### config.mk
export PLATFORM = sky130hd
export DESIGN_NAME = mix_col_engine
export DESIGN_NICKNAME = d
export VERILOG_FILES = /design/src/rtl/mix_col_engine.sv
export SDC_FILE = /design/constraint.sdc
export NUM_CORES = 1
export LEC_CHECK = 0
export ABC_CLOCK_PERIOD_IN_PS = 5000
export CORE_UTILIZATION = 30
export CTS_CLUSTER_DIAMETER = 200
export CTS_CLUSTER_SIZE = 30
export DETAILED_ROUTE_END_ITERATION = 16
export GPL_TIMING_DRIVEN = 0
export PLACE_DENSITY = 0.64
export SETUP_SLACK_MARGIN = 0.1
export SLEW_MARGIN = 0
export SYNTH_ARGS = -nofsm -noshare
export SYNTH_HDL_FRONTEND = slang
export SYNTH_SLANG_ARGS = --single-unit
### constraint.sdc
create_clock -name clk -period 5 [get_ports clk]
set_input_delay 1 -clock clk [delete_from_list [all_inputs] [get_ports clk]]
set_output_delay 1 -clock clk [all_outputs]
set_load 0.02 [all_outputs]
### src/rtl/mix_col_engine.sv
// mix_col_engine -- multi-cycle AES MixColumns / InvMixColumns engine.
//
// Accepts a full cipher state of STATE_COLS 32-bit columns in one handshake.
// It mixes LANES columns per cycle in place in a work register, then presents
// the result until the downstream takes it. Forward or inverse mode is chosen
// per transfer. The inverse reuses the forward mixer and adds a small
// correction term built from the same xtime chain.
//
// Parameters:
//   STATE_COLS  columns per state (4, 6 or 8)
//   LANES       columns mixed per cycle; must divide STATE_COLS
//
// Ports:
//   clk        system clock
//   rst        synchronous active-high reset
//   in_valid   input state offered
//   in_ready   engine can accept a state (IDLE only)
//   in_inv     0 = MixColumns, 1 = InvMixColumns, sampled on accept
//   in_skip    (only with MIXCOL_SKIP_EN) pass the state through unmixed
//   in_state   state, column 0 in the MSBs, row 0 in bits [31:24] of a column
//   out_valid  result available (DONE)
//   out_ready  downstream accepts the result
//   out_state  mixed state, same layout as in_state
//   busy       high while columns are being mixed
//
// Optional feature macro: MIXCOL_SKIP_EN adds in_skip. When it is set on
// accept, the state goes IDLE->DONE unchanged (final AES round).

module mix_col_engine #(
   parameter int STATE_COLS = 4,
   parameter int LANES      = 1
) (
   input  logic                    clk,
   input  logic                    rst,
   input  logic                    in_valid,
   output logic                    in_ready,
   input  logic                    in_inv,
`ifdef MIXCOL_SKIP_EN
   input  logic                    in_skip,
`endif
   input  logic [32*STATE_COLS-1:0] in_state,
   output logic                    out_valid,
   input  logic                    out_ready,
   output logic [32*STATE_COLS-1:0] out_state,
   output logic                    busy
);

   localparam int GROUPS = STATE_COLS / LANES;
   localparam int CNT_W  = (GROUPS > 1) ? $clog2(GROUPS) : 1;
   localparam int IDX_W  = $clog2(STATE_COLS);
   localparam logic [CNT_W-1:0] LAST_GRP = CNT_W'(GROUPS - 1);

   typedef enum logic [1:0] {
      IDLE = 2'd0,
      BUSY = 2'd1,
      DONE = 2'd2
   } state_t;

   state_t           state;
   state_t           state_nxt;
   logic [CNT_W-1:0] cnt;
   logic             mode;
   logic [31:0]      work [STATE_COLS];
   logic [IDX_W-1:0] lane_col [LANES];
   logic [31:0]      lane_mix [LANES];
   logic             accept;
   logic             skip_req;

   // GF(2^8) multiply by 2, reduction polynomial 0x11B.
   function automatic logic [7:0] xtime(input logic [7:0] b);
      return {b[6:0], 1'b0} ^ (b[7] ? 8'h1b : 8'h00);
   endfunction

   // One column. The forward row r is b[r] ^ t ^ 2*(b[r]^b[r+1]), with t the
   // XOR of all four bytes. The inverse adds 0C*p ^ 08*q on rows 0/2 and
   // 08*p ^ 0C*q on rows 1/3, where p = b0^b2 and q = b1^b3.
   function automatic logic [31:0] mix_col(input logic [31:0] col, input logic inv);
      logic [7:0] b [4];
      logic [7:0] r [4];
      logic [7:0] t, p4, p8, q4, q8, c02, c13;
      for (int i = 0; i < 4; i++) b[i] = col[31-8*i -: 8];
      t = b[0] ^ b[1] ^ b[2] ^ b[3];
      for (int i = 0; i < 4; i++) r[i] = b[i] ^ t ^ xtime(b[i] ^ b[(i+1)%4]);
      p4  = xtime(xtime(b[0] ^ b[2]));
      p8  = xtime(p4);
      q4  = xtime(xtime(b[1] ^ b[3]));
      q8  = xtime(q4);
      c02 = p8 ^ p4 ^ q8;
      c13 = p8 ^ q8 ^ q4;
      if (inv) begin
         r[0] = r[0] ^ c02;
         r[2] = r[2] ^ c02;
         r[1] = r[1] ^ c13;
         r[3] = r[3] ^ c13;
      end
      return {r[0], r[1], r[2], r[3]};
   endfunction

`ifdef MIXCOL_SKIP_EN
   assign skip_req = in_skip;
`else
   assign skip_req = 1'b0;
`endif

   assign accept = in_valid & in_ready;

   // The columns touched this cycle are cnt*LANES .. cnt*LANES+LANES-1.
   always_comb begin
      for (int l = 0; l < LANES; l++) begin
         lane_col[l] = IDX_W'(int'(cnt) * LANES + l);
         lane_mix[l] = mix_col(work[lane_col[l]], mode);
      end
   end

   // NOTE: state and datapath registers use non-blocking assignments so every
   // flop samples pre-edge values, whatever order the blocks are evaluated in.
   always_ff @(posedge clk) begin
      if (rst) state <= IDLE;
      else     state <= state_nxt;
   end

   // NOTE: every output and the next state get a default before the case, so
   // no path through this block can leave a signal unassigned (no latches).
   always_comb begin
      state_nxt = state;
      in_ready  = 1'b0;
      out_valid = 1'b0;
      busy      = 1'b0;
      case (state)
         IDLE: begin
            in_ready = 1'b1;
            if (in_valid) state_nxt = skip_req ? DONE : BUSY;
         end
         BUSY: begin
            busy = 1'b1;
            if (cnt == LAST_GRP) state_nxt = DONE;
         end
         DONE: begin
            out_valid = 1'b1;
            if (out_ready) state_nxt = IDLE;
         end
         default: state_nxt = IDLE;
      endcase
   end

   // NOTE: the work array is reset on purpose. It drives out_state directly,
   // and out_state has to read zero after reset, so this is not a plain RAM.
   always_ff @(posedge clk) begin
      if (rst) begin
         cnt  <= '0;
         mode <= 1'b0;
         for (int c = 0; c < STATE_COLS; c++) work[c] <= '0;
      end else if (accept) begin
         cnt  <= '0;
         mode <= in_inv;
         for (int c = 0; c < STATE_COLS; c++) work[c] <= in_state[32*(STATE_COLS-1-c) +: 32];
      end else if (busy) begin
         for (int l = 0; l < LANES; l++) work[lane_col[l]] <= lane_mix[l];
         cnt <= cnt + 1'b1;
      end
   end

   // The work register is only loaded in IDLE and mixed in BUSY, so it is
   // stable for the whole of DONE.
   always_comb begin
      out_state = '0;
      for (int c = 0; c < STATE_COLS; c++) out_state[32*(STATE_COLS-1-c) +: 32] = work[c];
   end

endmodule

* Yosys cells after proc, flatten, opt, wreduce, memory -nomap -nowiden
Memories as Yosys holds them, arrays and structs flattened. A register that Yosys moved wholly into a read port is not among the register bits.
Index checks and enable logic that the tools add are counted.
W data, S select, Z words.
** Storage, ports and cells
- Input bits :: 133
- Logic and storage cells :: 90
- Bits in read-only memories :: 0
- Memories kept :: 1
- Bits in writable memories :: 128
- Latch bits :: 0
- Output and inout port bits :: 131
- Flip-flop bits (word level) :: 5
** Cells by class
- Div/mod/pow operators :: 0
- Shifts and indexed selects :: 0
- Add/sub/neg operators :: 1
- Reduce and logical (&&, ||, !) cells :: 4
- Equality and inequality tests :: 6
- $mul :: 0
- Magnitude comparators :: 0
- Multiplexer cells :: 36
- Bitwise logic cells :: 39
** Memories
- work :: words 4, width 32, rd ports 5, clocked after memory_dff 1, wr ports 4, RTL line 63 : logic [31:0] work [STATE_COLS];
** Operator list (number)
- $mux W32 :: 6
- $xor A8 B8 Y8 :: 24
- $xor A8 B5 Y8 :: 10
- $mux W5 :: 10
- $reduce_or A32 Y1 :: 1
- $mux W1 :: 13
- $mux W2 :: 6
- $ne A2 B2 Y1 const B :: 3
- $pmux W2 S3 :: 1
- $eq A2 B2 Y1 const B :: 2
- $or A1 B1 Y1 :: 4
- $reduce_and A3 Y1 :: 1
- $add A2 B1 Y2 const B :: 1
- $eq A2 B1 Y1 const B :: 1
- $logic_not A2 Y1 :: 1
- $reduce_or A2 Y1 :: 1
- $and A1 B1 Y1 :: 1

* Depth between registers and ports, before layout
Gate-level depths: netlist (run 1).
- Depth in word-level cells :: 12
- Mapped depth :: 12
- Depth with buffers taken out :: 8

* Least setup slack after synthesis (run 1)
OpenSTA, ideal clock, no wires.
- Path type :: register to register
- Start point :: memory work[3][30]
- End point :: memory work[3][20] (data pin)
- Required time :: 4.744 ns
- Cell stages (with the launch flop) :: 9
- Arrival time :: 3.074 ns
- Clock period less this slack :: 3.330 ns
- Slack :: 1.670 ns
- Path buffers :: 0
- Cell sequence :: edfxtp_1 mux4_2 xor2_1 xnor3_2 xor2_2 xor2_2 mux2_4 xnor2_2 a22o_1
** RTL lines (RTL line)
- from (decl) :: 63

==> flow_metrics.tcl, run 1 <==
set metrics [dict create \
    status "finished, final reports clean" \
    cts_buffers 17 \
    synth_top_area_share_pct 46.8 \
    intPower_w 0.00408 \
    start_kind "register" \
    syn_to_final_growth_pct 45.5 \
    ant_nets 0 \
    grt_max_degree 28 \
    vias_per_cell 5.07 \
    io_buffers 263 \
    power_frac_seq_pct 20.8 \
    critical_path_class "register to register" \
    holdCritPathClass "register to register" \
    grt_pass1_wl_um 45800 \
    clk_pin_slew_ns 0.07 \
    cts_setup_buffers 0 \
    yosys.area.top_type "edfxtp_1" \
    hold_buffers 0 \
    finalMaxSlewViolations 0 \
    top_layer "met4" \
    cts_root_buf "clkbuf_16" \
    end_kind "register" \
    cp_max_fo 10 \
    antenna_found_initial 1 \
    rsz0062_at_grt "no" \
    start_util_pct 30.6 \
    hold_viol 0 \
    fmax_mhz 256 \
    die_area_sq_mm 0.0281 \
    tightest_slew_ns 1.07 \
    route.met2.wl_um 15000 \
    cts_tree "yes" \
    yosysSeqAreaShare_pct 48.5 \
    vdd_ir_drop_max_uv 268 \
    period_minus_slack_ns 3.91 \
    crit_arrival_ns 4.10 \
    num_rows 60 \
    post_drt_wl_per_cell_um 25.4 \
    synthCells 601 \
    p_switching_w 0.00324 \
    drt_iter0_markers 442 \
    finalClockSkew_ns 0.0152 \
    final_util_pct 44.5 \
    vias 6286 \
    yosys_warnings 0 \
    synth.net_count 738 \
    setup_viol 0 \
    power.leakage_nw 4.22 \
    cts_max_level 4 \
    clk_latency_ns 0.44 \
    gp_congestion 0.826 \
    ys_ff_latch 135 \
    place_hpwl_um 23900 \
    drc 0 \
    syn_area_sq_mm 0.00822 \
    wl_met1_um 13600 \
    synth_cell_types 33 \
    rrSetupSlack_ns 1.09 \
    grt_overflow 0 \
    pwr-share-comb_pct 61.9 \
    drt_wl_total_um 31600 \
    die_w_um 167 \
    met3_wirelength_um 2450 \
    pwr-share-clk_pct 17.3 \
    ys_top_cells_by_area "edfxtp_1, xnor2_1, a22o_1" \
    antenna_cells 0 \
    synth.avg_cell_area_sq_um 13.7 \
    fp.dieH_um 167 \
    first_pass_iters 5 \
    grtUsageTotal_pct 23.1 \
    core_sq_mm 0.0269 \
    finalCritPeriodShare_pct 78.2 \
    relSlewSlack_pct 28.8 \
    cap_violations 0 \
    ios 264 \
    grt_pass1_vias 6722 \
    drive_above_1_share_pct 12.2 \
    tns_ns 0 \
    worst_hold_startpoint "state[1]$_SDFFE_PP0P_" \
    sw_frac_of_total_pct 44.2 \
    clk_path_buf_depth 2 \
    power_density_mw_per_mm2 613 \
    cts_resized 0 \
    clock-sinks 135 \
    worstPathRequired_ns 5.19 \
    fin_nets 1024 \
]
-- critical path, stage by stage, from the launching register on --
cell and delay (ns):
dfxtp_1 0.47, buf_2 0.38, buf_2 0.42, mux4_2 0.39
buf_2 0.22, xnor2_4 0.16, xor2_1 0.17, xnor2_1 0.32
mux2i_1 0.29, xor2_1 0.33, xnor2_1 0.25, a22o_1 0.25
-- flip-flops by register name, summed over array words and instances (netlist names), named ones only --
signal,count
work,128
cnt,2
state,2
mode,1
-- layer usage --
| layer | up-vias | global-route usage, % |
|---|---|---|
| met5 | - | 0 |
| met3 | 30 | 6.29 |
| met1 | 3131 | 29.7 |
| li1 | 2828 | - |
| met2 | 297 | 37.7 |
| met4 | 0 | 7.02 |
-- worst paths after layout --
| path | cells past startpoint | to |
|---|---|---|
| setup / recovery | 11 | work[3][22]$_DFFE_PP_ |
| hold / removal | 1 | state[0]$_SDFFE_PP0P_ |
| setup reg to reg | 11 | work[3][22]$_DFFE_PP_ |
| hold reg to reg | 1 | state[0]$_SDFFE_PP0P_ |
-- logic make-up after synthesis --
kind of cell / synth area share [%]
xor+xnor: 22.4
simple gates: 3.96
compound gates: 12.5
fa+ha+maj: 0.609
mux: 9.47
flops: 48.5
buf+inv: 2.60
-- cell usage in the layout, fill, tap and decap left out, types with 5 or more instances in the layout --
master	count
xor2_2	5
o21ai_0	12
nand2_1	49
nand2_2	5
and2_1	6
a22o_1	97
xnor2_4	5
xnor2_1	118
dfxtp_1	7
inv_6	6
clkdlybuf4s50_1	263
clkbuf_1	28
buf_2	6
edfxtp_1	128
clkbuf_16	17
o21ai_1	20
mux4_2	32
xnor2_2	10
nor2b_1	7
xor2_1	32
-- stage by stage --
stage | total power [W] | instances | setup slack [ns] | instance area (sq um) | hold slack (ns)
finish | 0.00732 | 1241 | 1.09 | 12000 | 0.481
global route | 0.00768 | 1241 | 0.842 | 12000 | 0.512
CTS | 0.00735 | 1241 | 1.02 | 12000 | 0.478
detailed placement | 0.00606 | 1209 | 1.04 | 11400 | 0.466
global placement | 0.00602 | 1205 | 0.723 | 11300 | 0.456
floorplan | 0.00477 | 601 | 1.67 | 8220 | 0.436
-- final cells by class --
| class | instances | area [sq um] |
|---|---|---|
| well taps | 341 | 427 |
| plain buffers | 40 | 203 |
| clock inverters | 15 | 155 |
| repair buffers | 267 | 2720 |
| multi-input cells | 423 | 4030 |
| inverters | 3 | 11.3 |
| flip-flops and latches | 135 | 3980 |
| fillers | 2511 | 14900 |
| clock buffers | 17 | 425 |
-- power by group through the flow --
stage	clock network, W	registers, W	logic, W
2_1_floorplan	0	0.00171	0.00305
3_3_place_gp	0	0.00155	0.00448
3_5_place_dp	0	0.00155	0.00451
4_1_cts	0.00127	0.00153	0.00454
5_1_grt	0.00133	0.00154	0.00481
6_report	0.00127	0.00152	0.00453
-- synth_stat cells (all sizes together) --
master / number
a21o: 1
a21oi: 2
a22o: 97
and2: 6
buf: 12
clkbuf: 28
dfxtp: 7
edfxtp: 128
ha: 4
inv: 3
mux2: 1
mux2i: 3
mux4: 32
nand2: 54
nand2b: 3
nor2: 4
nor2b: 7
nor3: 1
o21ai: 32
xnor2: 133
xnor3: 5
xor2: 38
No activity file was read; power rests on OpenSTA's default activity.
==> inputs of run 2 (changes only) <==
--- a/config.mk
+++ b/config.mk
@@ -5,7 +5,7 @@
 export SDC_FILE = /design/constraint.sdc
 export NUM_CORES = 1
 export LEC_CHECK = 0
-export ABC_CLOCK_PERIOD_IN_PS = 5000
+export ABC_CLOCK_PERIOD_IN_PS = 4050
 export CORE_UTILIZATION = 30
 export CTS_CLUSTER_DIAMETER = 200
 export CTS_CLUSTER_SIZE = 30
==> constraint.sdc (replaced) <==
create_clock -name clk -period 4.05 [get_ports clk]
set_input_delay 0.81 -clock clk [delete_from_list [all_inputs] [get_ports clk]]
set_output_delay 0.81 -clock clk [all_outputs]
set_load 0.02 [all_outputs]
==> flow_metrics.tcl, run 2 (synthesis results as in run 1) <==
set metrics [dict create \
    grt_pass1_wl_um 45800 \
    place_hpwl_um 23900 \
    die_area_sq_mm 0.0281 \
    cts_max_level 4 \
    finalMaxSlewViolations 0 \
    die_w_um 167 \
    power_density_mw_per_mm2 761 \
    fp.dieH_um 167 \
    power.leakage_nw 4.24 \
    layout_common_cells "clkdlybuf4s50_1, edfxtp_1, xnor2_1" \
    reg.largest.list "work (128), cnt (2), state (2)" \
    grt_overflow 0 \
    drt_wl_total_um 31600 \
    cts_tree "yes" \
    cap_violations 0 \
    antenna_cells 0 \
    instances_no_fill 1241 \
    start_kind "register" \
    syn_to_final_growth_pct 45.8 \
    antenna_found_initial 1 \
    num_rows 60 \
    largest_reg_flops 128 \
    clk_latency_ns 0.44 \
    hold_buffers 0 \
    fin_nets 1024 \
    drive_above_1_share_pct 12.6 \
    finalClockSkew_ns 0.0149 \
    period_minus_slack_ns 3.71 \
    clk_path_buf_depth 2 \
    clock-sinks 135 \
    worstPathRequired_ns 4.24 \
    hold_viol 0 \
    start_util_pct 30.6 \
    vdd_ir_drop_max_uv 329 \
    tightest_slew_ns 1.05 \
    clk_pin_slew_ns 0.07 \
    rsz0062_at_grt "no" \
    first_pass_iters 5 \
    final_common_cell "clkdlybuf4s50_1" \
    grt_pass1_vias 6722 \
    cts_buffers 17 \
    end_kind "register" \
    grt_max_degree 28 \
    fillers 2510 \
    cts_setup_buffers 0 \
    finalCritPeriodShare_pct 91.6 \
    core_sq_mm 0.0269 \
    fmax_mhz 269 \
    vias_per_cell 5.08 \
    final_util_pct 44.6 \
    rrSetupSlack_ns 0.34 \
    cp_max_fo 10 \
    ant_nets 0 \
    top_register "work" \
    gp_congestion 0.826 \
    vias 6304 \
    relSlewSlack_pct 29.9 \
    holdWs_ns 0.483 \
    critical_path_class "register to register" \
    ios 264 \
    cts_resized 1 \
    placed_cells_incl_taps 1209 \
    setup_viol 0 \
    cts_root_buf "clkbuf_16" \
    finalPower_w 0.00912 \
    drt_iter0_markers 446 \
    holdCritPathClass "register to register" \
    status "finished, final reports clean" \
    crit_arrival_ns 3.90 \
    grtUsageTotal_pct 23.1 \
    drc 0 \
    io_buffers 263 \
    post_drt_wl_per_cell_um 25.4 \
]
## run 2: cell count changes in the layout (fill, tap and decap cells not counted)
cell and delta:
buf_2 -2, buf_4 +1, clkbuf_4 +1, xnor2_1 -3
xnor2_2 +3
## run 2: metal layers
metal  global-route usage [%]  part of all wire, %  vias up
li1                         -                    -     2826
met5                        0                    0        -
met2                     37.7                   47      316
met1                     29.7                   43     3127
met3                     6.29                  8.2       35
met4                     7.02                  1.9        0
## run 2: area by class of cell
class | count | area (sq um) | share of cell area [%]
Multi-Input combinational cell | 423 | 4050 | 33.8
Sequential cell | 135 | 3980 | 33.2
Timing Repair Buffer | 267 | 2720 | 22.7
Tap cell | 341 | 427 | 3.56
Clock buffer | 17 | 425 | 3.55
Buffer | 40 | 208 | 1.73
Clock inverter | 15 | 155 | 1.29
Inverter | 3 | 11.3 | 0.0940
## run 2: final timing paths
check,to,cells after the start,start
setup / recovery,work[3][22]$_DFFE_PP_,11,register
setup reg to reg,work[3][22]$_DFFE_PP_,11,register
hold reg to reg,state[0]$_SDFFE_PP0P_,1,state[1]$_SDFFE_PP0P_
hold / removal,state[0]$_SDFFE_PP0P_,1,state[1]$_SDFFE_PP0P_
## run 2: power breakdown
group	switching (W)	internal [W]
clock	0.000741	0.000824
sequential	0.000111	0.00177
combinational	0.00318	0.00249
## run 2: worst max-delay path, cell delays in order (launching register included)
cell and delay (ns):
dfxtp_1 0.47, clkbuf_4 0.34, buf_4 0.29, mux4_2 0.36, buf_2 0.22, xnor2_4 0.16, xor2_1 0.17, xnor2_1 0.32
mux2i_1 0.29, xor2_1 0.33, xnor2_1 0.25, a22o_1 0.25
## run 2: through the flow
step | cell area, sq um | setup TNS, ns | setup WS, ns
finish | 12000 | 0 | 0.339
global route | 12000 | 0 | 0.109
CTS | 12000 | 0 | 0.211
detailed placement | 11400 | 0 | 0.0892
global placement | 11300 | -2.04 | -0.0375
floorplan | 8220 | 0 | 0.720
